--- src/rtl/vga_pattern_gen.sv ---
// vga_pattern_gen
// Parametrised VGA timing generator with four frame-synchronous test patterns.
// A clock divider produces the pixel tick. Position, sync, data-enable and colour
// are all computed from the *next* position and registered on the tick edge. The
// registered outputs therefore always agree with the registered hcount/vcount.
module vga_pattern_gen #(
    parameter int   H_ACTIVE  = 640,
    parameter int   H_FP      = 16,
    parameter int   H_SYNC    = 96,
    parameter int   H_BP      = 48,
    parameter int   V_ACTIVE  = 480,
    parameter int   V_FP      = 10,
    parameter int   V_SYNC    = 2,
    parameter int   V_BP      = 33,
    parameter int   CLK_DIV   = 4,
    parameter int   COLOR_W   = 4,
    parameter logic HSYNC_POL = 1'b0,
    parameter logic VSYNC_POL = 1'b0,
    parameter int   H_TOTAL   = H_ACTIVE + H_FP + H_SYNC + H_BP,
    parameter int   V_TOTAL   = V_ACTIVE + V_FP + V_SYNC + V_BP,
    parameter int   HC_W      = $clog2(H_TOTAL),
    parameter int   VC_W      = $clog2(V_TOTAL)
) (
    input  logic               clk,
    input  logic               rst_n,
    input  logic [1:0]         mode,
    output logic               hsync,
    output logic               vsync,
    output logic               de,
    output logic [COLOR_W-1:0] red,
    output logic [COLOR_W-1:0] green,
    output logic [COLOR_W-1:0] blue,
    output logic [HC_W-1:0]    hcount,
    output logic [VC_W-1:0]    vcount,
    output logic               frame_start,
    output logic [7:0]         frame_cnt
);

    // Divider width: at least one bit, even when every clk is a pixel.
    localparam int DIV_W = (CLK_DIV > 1) ? $clog2(CLK_DIV) : 1;

    localparam logic [DIV_W-1:0]   DIV_LAST   = DIV_W'(CLK_DIV - 1);
    localparam logic [DIV_W-1:0]   DIV_ONE    = DIV_W'(1);
    localparam logic [DIV_W-1:0]   DIV_ZERO   = DIV_W'(0);

    localparam logic [HC_W-1:0]    H_LAST     = HC_W'(H_TOTAL - 1);
    localparam logic [HC_W-1:0]    HC_ONE     = HC_W'(1);
    localparam logic [HC_W-1:0]    HC_ZERO    = HC_W'(0);
    localparam logic [HC_W-1:0]    BAR_W      = HC_W'(H_ACTIVE / 8);
    localparam logic [HC_W-1:0]    BOX_LAST   = HC_W'(H_ACTIVE - 16);

    // One extra bit on the boundary constants so that an end value equal
    // to 2**HC_W (or 2**VC_W) still compares correctly.
    localparam logic [HC_W:0]      H_ACT_X    = (HC_W+1)'(H_ACTIVE);
    localparam logic [HC_W:0]      HS_BEG_X   = (HC_W+1)'(H_ACTIVE + H_FP);
    localparam logic [HC_W:0]      HS_END_X   = (HC_W+1)'(H_ACTIVE + H_FP + H_SYNC);
    localparam logic [HC_W:0]      BOX_SIZE_X = (HC_W+1)'(16);

    localparam logic [VC_W-1:0]    V_LAST     = VC_W'(V_TOTAL - 1);
    localparam logic [VC_W-1:0]    VC_ONE     = VC_W'(1);
    localparam logic [VC_W-1:0]    VC_ZERO    = VC_W'(0);
    localparam logic [VC_W:0]      V_ACT_X    = (VC_W+1)'(V_ACTIVE);
    localparam logic [VC_W:0]      VS_BEG_X   = (VC_W+1)'(V_ACTIVE + V_FP);
    localparam logic [VC_W:0]      VS_END_X   = (VC_W+1)'(V_ACTIVE + V_FP + V_SYNC);
    localparam logic [VC_W:0]      BOX_TOP_X  = (VC_W+1)'(V_ACTIVE / 2 - 8);
    localparam logic [VC_W:0]      BOX_BOT_X  = (VC_W+1)'(V_ACTIVE / 2 + 8);

    localparam logic [COLOR_W-1:0] C_FULL     = {COLOR_W{1'b1}};
    localparam logic [COLOR_W-1:0] C_ZERO     = {COLOR_W{1'b0}};

    // Pixel divider and tick
    logic [DIV_W-1:0]   div_r;
    logic [DIV_W-1:0]   div_nx_s;
    logic               tick_s;

    // Next position
    logic               h_wrap_s;
    logic               v_wrap_s;
    logic [HC_W-1:0]    h_nx_s;
    logic [VC_W-1:0]    v_nx_s;
    logic               fs_s;

    // Frame-synchronous state
    logic [1:0]         mode_q_r;
    logic [1:0]         mode_nx_s;
    logic [HC_W-1:0]    box_x_r;
    logic [HC_W-1:0]    box_nx_s;

    // Next registered outputs
    logic               hs_act_s;
    logic               vs_act_s;
    logic               hs_nx_s;
    logic               vs_nx_s;
    logic               de_nx_s;

    // Pattern helpers
    logic [2:0]         bar_s;
    logic [COLOR_W-1:0] grey_s;
    logic               checker_s;
    logic [HC_W:0]      box_end_x_s;
    logic               box_hit_s;
    logic [COLOR_W-1:0] r_nx_s;
    logic [COLOR_W-1:0] g_nx_s;
    logic [COLOR_W-1:0] b_nx_s;

    // Pixel tick: fires on the last divider count, then the divider restarts
    always_comb begin
        tick_s   = (div_r == DIV_LAST);
        div_nx_s = DIV_ZERO;
        if (tick_s) begin
            div_nx_s = DIV_ZERO;
        end else begin
            div_nx_s = div_r + DIV_ONE;
        end
    end

    // Next raster position; it moves only on a tick, line then frame wrap
    always_comb begin
        h_wrap_s = (hcount == H_LAST);
        v_wrap_s = (vcount == V_LAST);
        h_nx_s   = hcount;
        v_nx_s   = vcount;
        if (tick_s) begin
            if (h_wrap_s) begin
                h_nx_s = HC_ZERO;
                if (v_wrap_s) begin
                    v_nx_s = VC_ZERO;
                end else begin
                    v_nx_s = vcount + VC_ONE;
                end
            end else begin
                h_nx_s = hcount + HC_ONE;
            end
        end else begin
            h_nx_s = hcount;
            v_nx_s = vcount;
        end
        fs_s = tick_s && h_wrap_s && v_wrap_s;
    end

    // Frame-synchronous pattern select and box position seen by the new pixel
    always_comb begin
        mode_nx_s = mode_q_r;
        box_nx_s  = box_x_r;
        if (fs_s) begin
            mode_nx_s = mode;
            if (box_x_r == BOX_LAST) begin
                box_nx_s = HC_ZERO;
            end else begin
                box_nx_s = box_x_r + HC_ONE;
            end
        end else begin
            mode_nx_s = mode_q_r;
            box_nx_s  = box_x_r;
        end
    end

    // Sync pulses and data-enable for the next position
    always_comb begin
        hs_act_s = ({1'b0, h_nx_s} >= HS_BEG_X) && ({1'b0, h_nx_s} < HS_END_X);
        vs_act_s = ({1'b0, v_nx_s} >= VS_BEG_X) && ({1'b0, v_nx_s} < VS_END_X);
        de_nx_s  = ({1'b0, h_nx_s} < H_ACT_X) && ({1'b0, v_nx_s} < V_ACT_X);
        hs_nx_s  = ~HSYNC_POL;
        vs_nx_s  = ~VSYNC_POL;
        if (hs_act_s) begin
            hs_nx_s = HSYNC_POL;
        end else begin
            hs_nx_s = ~HSYNC_POL;
        end
        if (vs_act_s) begin
            vs_nx_s = VSYNC_POL;
        end else begin
            vs_nx_s = ~VSYNC_POL;
        end
    end

    // Test-pattern colour for the next position; black outside the active area
    always_comb begin
        bar_s       = 3'(h_nx_s / BAR_W);
        grey_s      = h_nx_s[COLOR_W+1:2];
        checker_s   = h_nx_s[5] ^ v_nx_s[5];
        box_end_x_s = {1'b0, box_nx_s} + BOX_SIZE_X;
        box_hit_s   = (h_nx_s >= box_nx_s) && ({1'b0, h_nx_s} < box_end_x_s) &&
                      ({1'b0, v_nx_s} >= BOX_TOP_X) && ({1'b0, v_nx_s} < BOX_BOT_X);
        r_nx_s      = C_ZERO;
        g_nx_s      = C_ZERO;
        b_nx_s      = C_ZERO;
        if (de_nx_s) begin
            case (mode_nx_s)
                2'd0: begin
                    r_nx_s = {COLOR_W{bar_s[2]}};
                    g_nx_s = {COLOR_W{bar_s[1]}};
                    b_nx_s = {COLOR_W{bar_s[0]}};
                end
                2'd1: begin
                    if (checker_s) begin
                        r_nx_s = C_FULL;
                        g_nx_s = C_FULL;
                        b_nx_s = C_FULL;
                    end else begin
                        r_nx_s = C_ZERO;
                        g_nx_s = C_ZERO;
                        b_nx_s = C_ZERO;
                    end
                end
                2'd2: begin
                    r_nx_s = grey_s;
                    g_nx_s = grey_s;
                    b_nx_s = grey_s;
                end
                2'd3: begin
                    if (box_hit_s) begin
                        r_nx_s = C_FULL;
                        g_nx_s = C_FULL;
                        b_nx_s = C_FULL;
                    end else begin
                        r_nx_s = C_ZERO;
                        g_nx_s = C_ZERO;
                        b_nx_s = C_ZERO;
                    end
                end
                default: begin
                    r_nx_s = C_ZERO;
                    g_nx_s = C_ZERO;
                    b_nx_s = C_ZERO;
                end
            endcase
        end else begin
            r_nx_s = C_ZERO;
            g_nx_s = C_ZERO;
            b_nx_s = C_ZERO;
        end
    end

    // Divider register
    always_ff @(posedge clk) begin
        if (!rst_n) begin
            div_r <= DIV_ZERO;
        end else begin
            div_r <= div_nx_s;
        end
    end

    // Position, sync and colour outputs; they change together on each pixel tick
    always_ff @(posedge clk) begin
        if (!rst_n) begin
            hcount <= H_LAST;
            vcount <= V_LAST;
            hsync  <= ~HSYNC_POL;
            vsync  <= ~VSYNC_POL;
            de     <= 1'b0;
            red    <= C_ZERO;
            green  <= C_ZERO;
            blue   <= C_ZERO;
        end else if (tick_s) begin
            hcount <= h_nx_s;
            vcount <= v_nx_s;
            hsync  <= hs_nx_s;
            vsync  <= vs_nx_s;
            de     <= de_nx_s;
            red    <= r_nx_s;
            green  <= g_nx_s;
            blue   <= b_nx_s;
        end
    end

    // Frame-start pulse, frame counter and the state latched at each frame start
    always_ff @(posedge clk) begin
        if (!rst_n) begin
            frame_start <= 1'b0;
            frame_cnt   <= 8'd0;
            mode_q_r    <= 2'd0;
            box_x_r     <= HC_ZERO;
        end else begin
            frame_start <= fs_s;
            mode_q_r    <= mode_nx_s;
            box_x_r     <= box_nx_s;
            if (fs_s) begin
                frame_cnt <= frame_cnt + 8'd1;
            end
        end
    end

endmodule

--- config.mk ---
export PLATFORM = sky130hd
export DESIGN_NAME = vga_pattern_gen
export DESIGN_NICKNAME = d
export VERILOG_FILES = /design/src/rtl/vga_pattern_gen.sv
export SDC_FILE = /design/constraint.sdc
export NUM_CORES = 1
export LEC_CHECK = 0
export CORE_MARGIN = 10
export CORE_UTILIZATION = 53
export CTS_CLUSTER_SIZE = 24
export DETAILED_ROUTE_END_ITERATION = 12
export GPL_TIMING_DRIVEN = 0
export PLACE_DENSITY = 0.82
export REMOVE_ABC_BUFFERS = 1
export SLEW_MARGIN = 5
export SYNTH_ARGS = -nofsm -noshare
export SYNTH_HDL_FRONTEND = slang
export SYNTH_SLANG_ARGS = --single-unit
--- constraint.sdc ---
create_clock -name clk -period 4.42 [get_ports clk]
set_input_delay 0.884 -clock clk [delete_from_list [all_inputs] [get_ports clk]]
set_output_delay 0.884 -clock clk [all_outputs]
set_load 0.02 [all_outputs]
==> results.yml <==
status:
  outcome: "finished, final reports clean"
worst_setup_path:
  cp_slowest_cell: "or4b_4"
  path_cells: "or4b_4 -> or3_4 -> nor2_4 -> nand3_1 -> o21a_1 -> inv_1 -> ha_2 -> nand2b_1 -> or2_2 -> xnor2_1 -> ha_1 -> nor4_1 -> a211oi_2 -> o32ai_2 -> nand4_2 -> o211ai_2 -> a22o_1"
  cp_max_fo: 7
  worst_setup_path_end_kind: "flop"
  start_kind: "flop"
  worstPathArrival_ps: 4550
  regToRegSetupSlack_ps: 160
  path_class: "flop to flop"
  slowest_delay_ps: 610
  crit_required_ps: 4710
place:
  gp_congestion: 0.870
  pre_cts_ws_ps: -591
  dp_hpwl_um: 7160
  port_buffers: 47
sta:
  finalSetupViolations: 0
  finalHoldViolations: 0
  worst_pin_slew_ps: 789
  timing.final.crit_share: 0.964
  slew_violations: 0
  fmax_ghz: 0.235
  fin_ws_ps: 158
  clock_skew_ps: 12.4
  finalCriticalPeriod_ps: 4260
  slew_headroom: 0.471
drt:
  wirelength_um: 10000
  drt_pass1_iterations: 5
  routedWlPerCell_um: 16.8
  drc: 0
  vias: 3529
  viasPerCell: 5.92
  postRouteAntennaNets: 0
  first_iter_violations: 249
pwr:
  p_leak_uw: 0.00177
  peakVddDrop_mv: 0.206
  cellPowerDensity_mw_per_mm2: 311
  total_power_uw: 1430
logic_synthesis:
  synth_warnings: 0
  ys_top_cells_by_area: "dfxtp_1 (31%), ha_1 (8.1%), nand2_1 (5.4%), xnor2_1 (4.5%), and2_1 (3.7%)"
  synth-edff-count: 0
  synth_xor_xnor_area_share: 0.0631
  yosysSeqAreaShare: 0.311
  synth.top_cell.area_share: 0.311
  synthFlopType: "dfxtp_1"
  synth.avg_cell_area_um2: 8.32
  synth_compound_area_frac: 0.193
  syn_inst: 448
  ys_ff_latch: 58
  yosysTopAreaCell: "dfxtp_1"
  synth_top_family_by_area: "simple AND/OR/NAND/NOR gates"
  async_flop_share: 0
  synthSimpleGateAreaFrac: 0.287
  muxShareOfSynthArea: 0.0168
  synthesis.area_mm2: 0.00373
  synth_adder_area_share: 0.0805
  ys_types: 68
global_routing:
  grt_pass1_wl_um: 16600
  grt_max_degree: 45
  grt_pass1_vias: 3412
  grt-ovfl-total: 0
  grt_use_total: 0.184
  antenna_found_initial: 0
floorplan:
  ios: 48
  dieArea_mm2: 0.0108
  fp.dieH_um: 104
  die_width_um: 104
  core-area_mm2: 0.00683
  initial_core_util: 0.546
  rows: 30
cts:
  cts_buffers: 9
  clockRootBuffer: "clkbuf_8"
  cts_sinks: 58
  clock_latency_ps: 350
  cts_tree: "done"
  clk_pin_slew_ps: 80
  cts_buffer_depth: 2
  h-tree-depth: 3
final_layout:
  drive_above_1_share: 0.126
  fin_nets: 523
  diodes: 0
  syn_to_final_growth_pct: 23.5
job:
  cap_violations: 0
hold_path:
  hold_class: "flop to flop"
## cell type report
class / instances / area (µm²)
Sequential cell: 58 / 1170
Timing Repair Buffer: 54 / 518
Tap cell: 96 / 120
Multi-Input combinational cell: 351 / 2470
Fill cell: 566 / 2230
Clock buffer: 9 / 124
Clock inverter: 7 / 125
Inverter: 21 / 78.8
## kinds of logic (layout without fill, tap and decap cells)
kind of cell	Yosys count	in the layout
adder cells (fa/ha/maj)	24	24
AO/OA/AOI/OAI	103	103
multiplexers	6	6
AND/OR/NAND/NOR	192	192
XOR/XNOR	26	26
buffers and inverters	39	91
flip-flops	58	58
## where the power goes
group	switching (µW)	internal, µW
registers	19.4	535
logic	153	99.6
clock network	243	379
## metrics by stage
stage          area (µm²)  utilization  instances  setup TNS, ps  hold WS [ps]
6_report             4600        0.674        596              0           456
5_1_grt              4600        0.674        596          -70.7           482
4_1_cts              4500        0.659        592              0           438
3_5_place_dp         4220        0.617        573          -6910           422
3_3_place_gp         4220        0.617        573          -6020           408
2_1_floorplan        3630            -        430              0           398
## placed cells by master, fill, tap and decap left out, drive strengths merged, types with 3 or more instances in the layout
cell type,netlist,layout
o21a,5,5
nand3,18,18
ha,24,24
mux2i,4,4
bufinv,0,3
nor2b,15,15
clkinv,1,4
nand4,11,11
or3,5,5
nand2,54,54
nor4,7,7
a21o,3,3
nor3b,4,4
nor3,9,9
buf,7,8
xor2,7,7
o311ai,3,3
a22o,12,12
and3,8,8
and2,23,23
o211ai,8,8
and4,5,5
a31oi,9,9
nand2b,5,5
or2,3,3
o21ai,25,25
nor2,17,17
clkdlybuf4s50,0,46
xnor2,19,19
dfxtp,58,58
clkbuf,11,9
a21oi,19,19
inv,20,21
## cells in the mapped netlist (all sizes together), types with 8 or more instances
cell,count
nor2b,15
a22o,12
o211ai,8
nand2,54
dfxtp,58
clkbuf,11
ha,24
nor3,9
nor2,17
xnor2,19
nand4,11
a31oi,9
a21oi,19
inv,20
o21ai,25
and3,8
and2,23
nand3,18
## critical path: cells and delay by family, from the launching register on
kind / cells / cell delay [ps]
fa+ha+maj: 2 / 490
simple gates: 8 / 2240
flops: 1 / 370
compound gates: 5 / 880
buf+inv: 1 / 90
xor+xnor: 1 / 140
## routing by layer
layer,up-vias,share of wire,global-route usage
li1,1720,-,-
met1,1676,0.43,0.213
met2,111,0.49,0.308
met3,22,0.056,0.0545
met4,0,0.025,0.0726
met5,-,0,0
## repair_timing
| item | 4_1_cts | 5_1_grt |
|---|---|---|
| hold buffers | 0 | 0 |
| pin swaps | 2 | 3 |
| cloned | 0 | 0 |
| setup buffers | 3 | 4 |
| resized for setup | 6 | 18 |
| setup endpoints to repair | 12 | 12 |
## registers in the layout, summed over array words and instances (netlist names)
signal / count
hcount: 10
frame_start: 1
div_r: 2
de: 1
hsync: 1
box_x_r: 10
blue: 4
frame_cnt: 8
vcount: 10
green: 4
mode_q_r: 2
vsync: 1
red: 4
## path summary, 6_finish.rpt
kind / start / endpoint / cells after the start
setup / recovery: hcount[5] / green[2] / 17
hold / removal: vsync / vsync / 2
setup reg to reg: hcount[5] / green[2] / 17
hold reg to reg: vsync / vsync / 2
No activity file was read; power rests on OpenSTA's default activity.
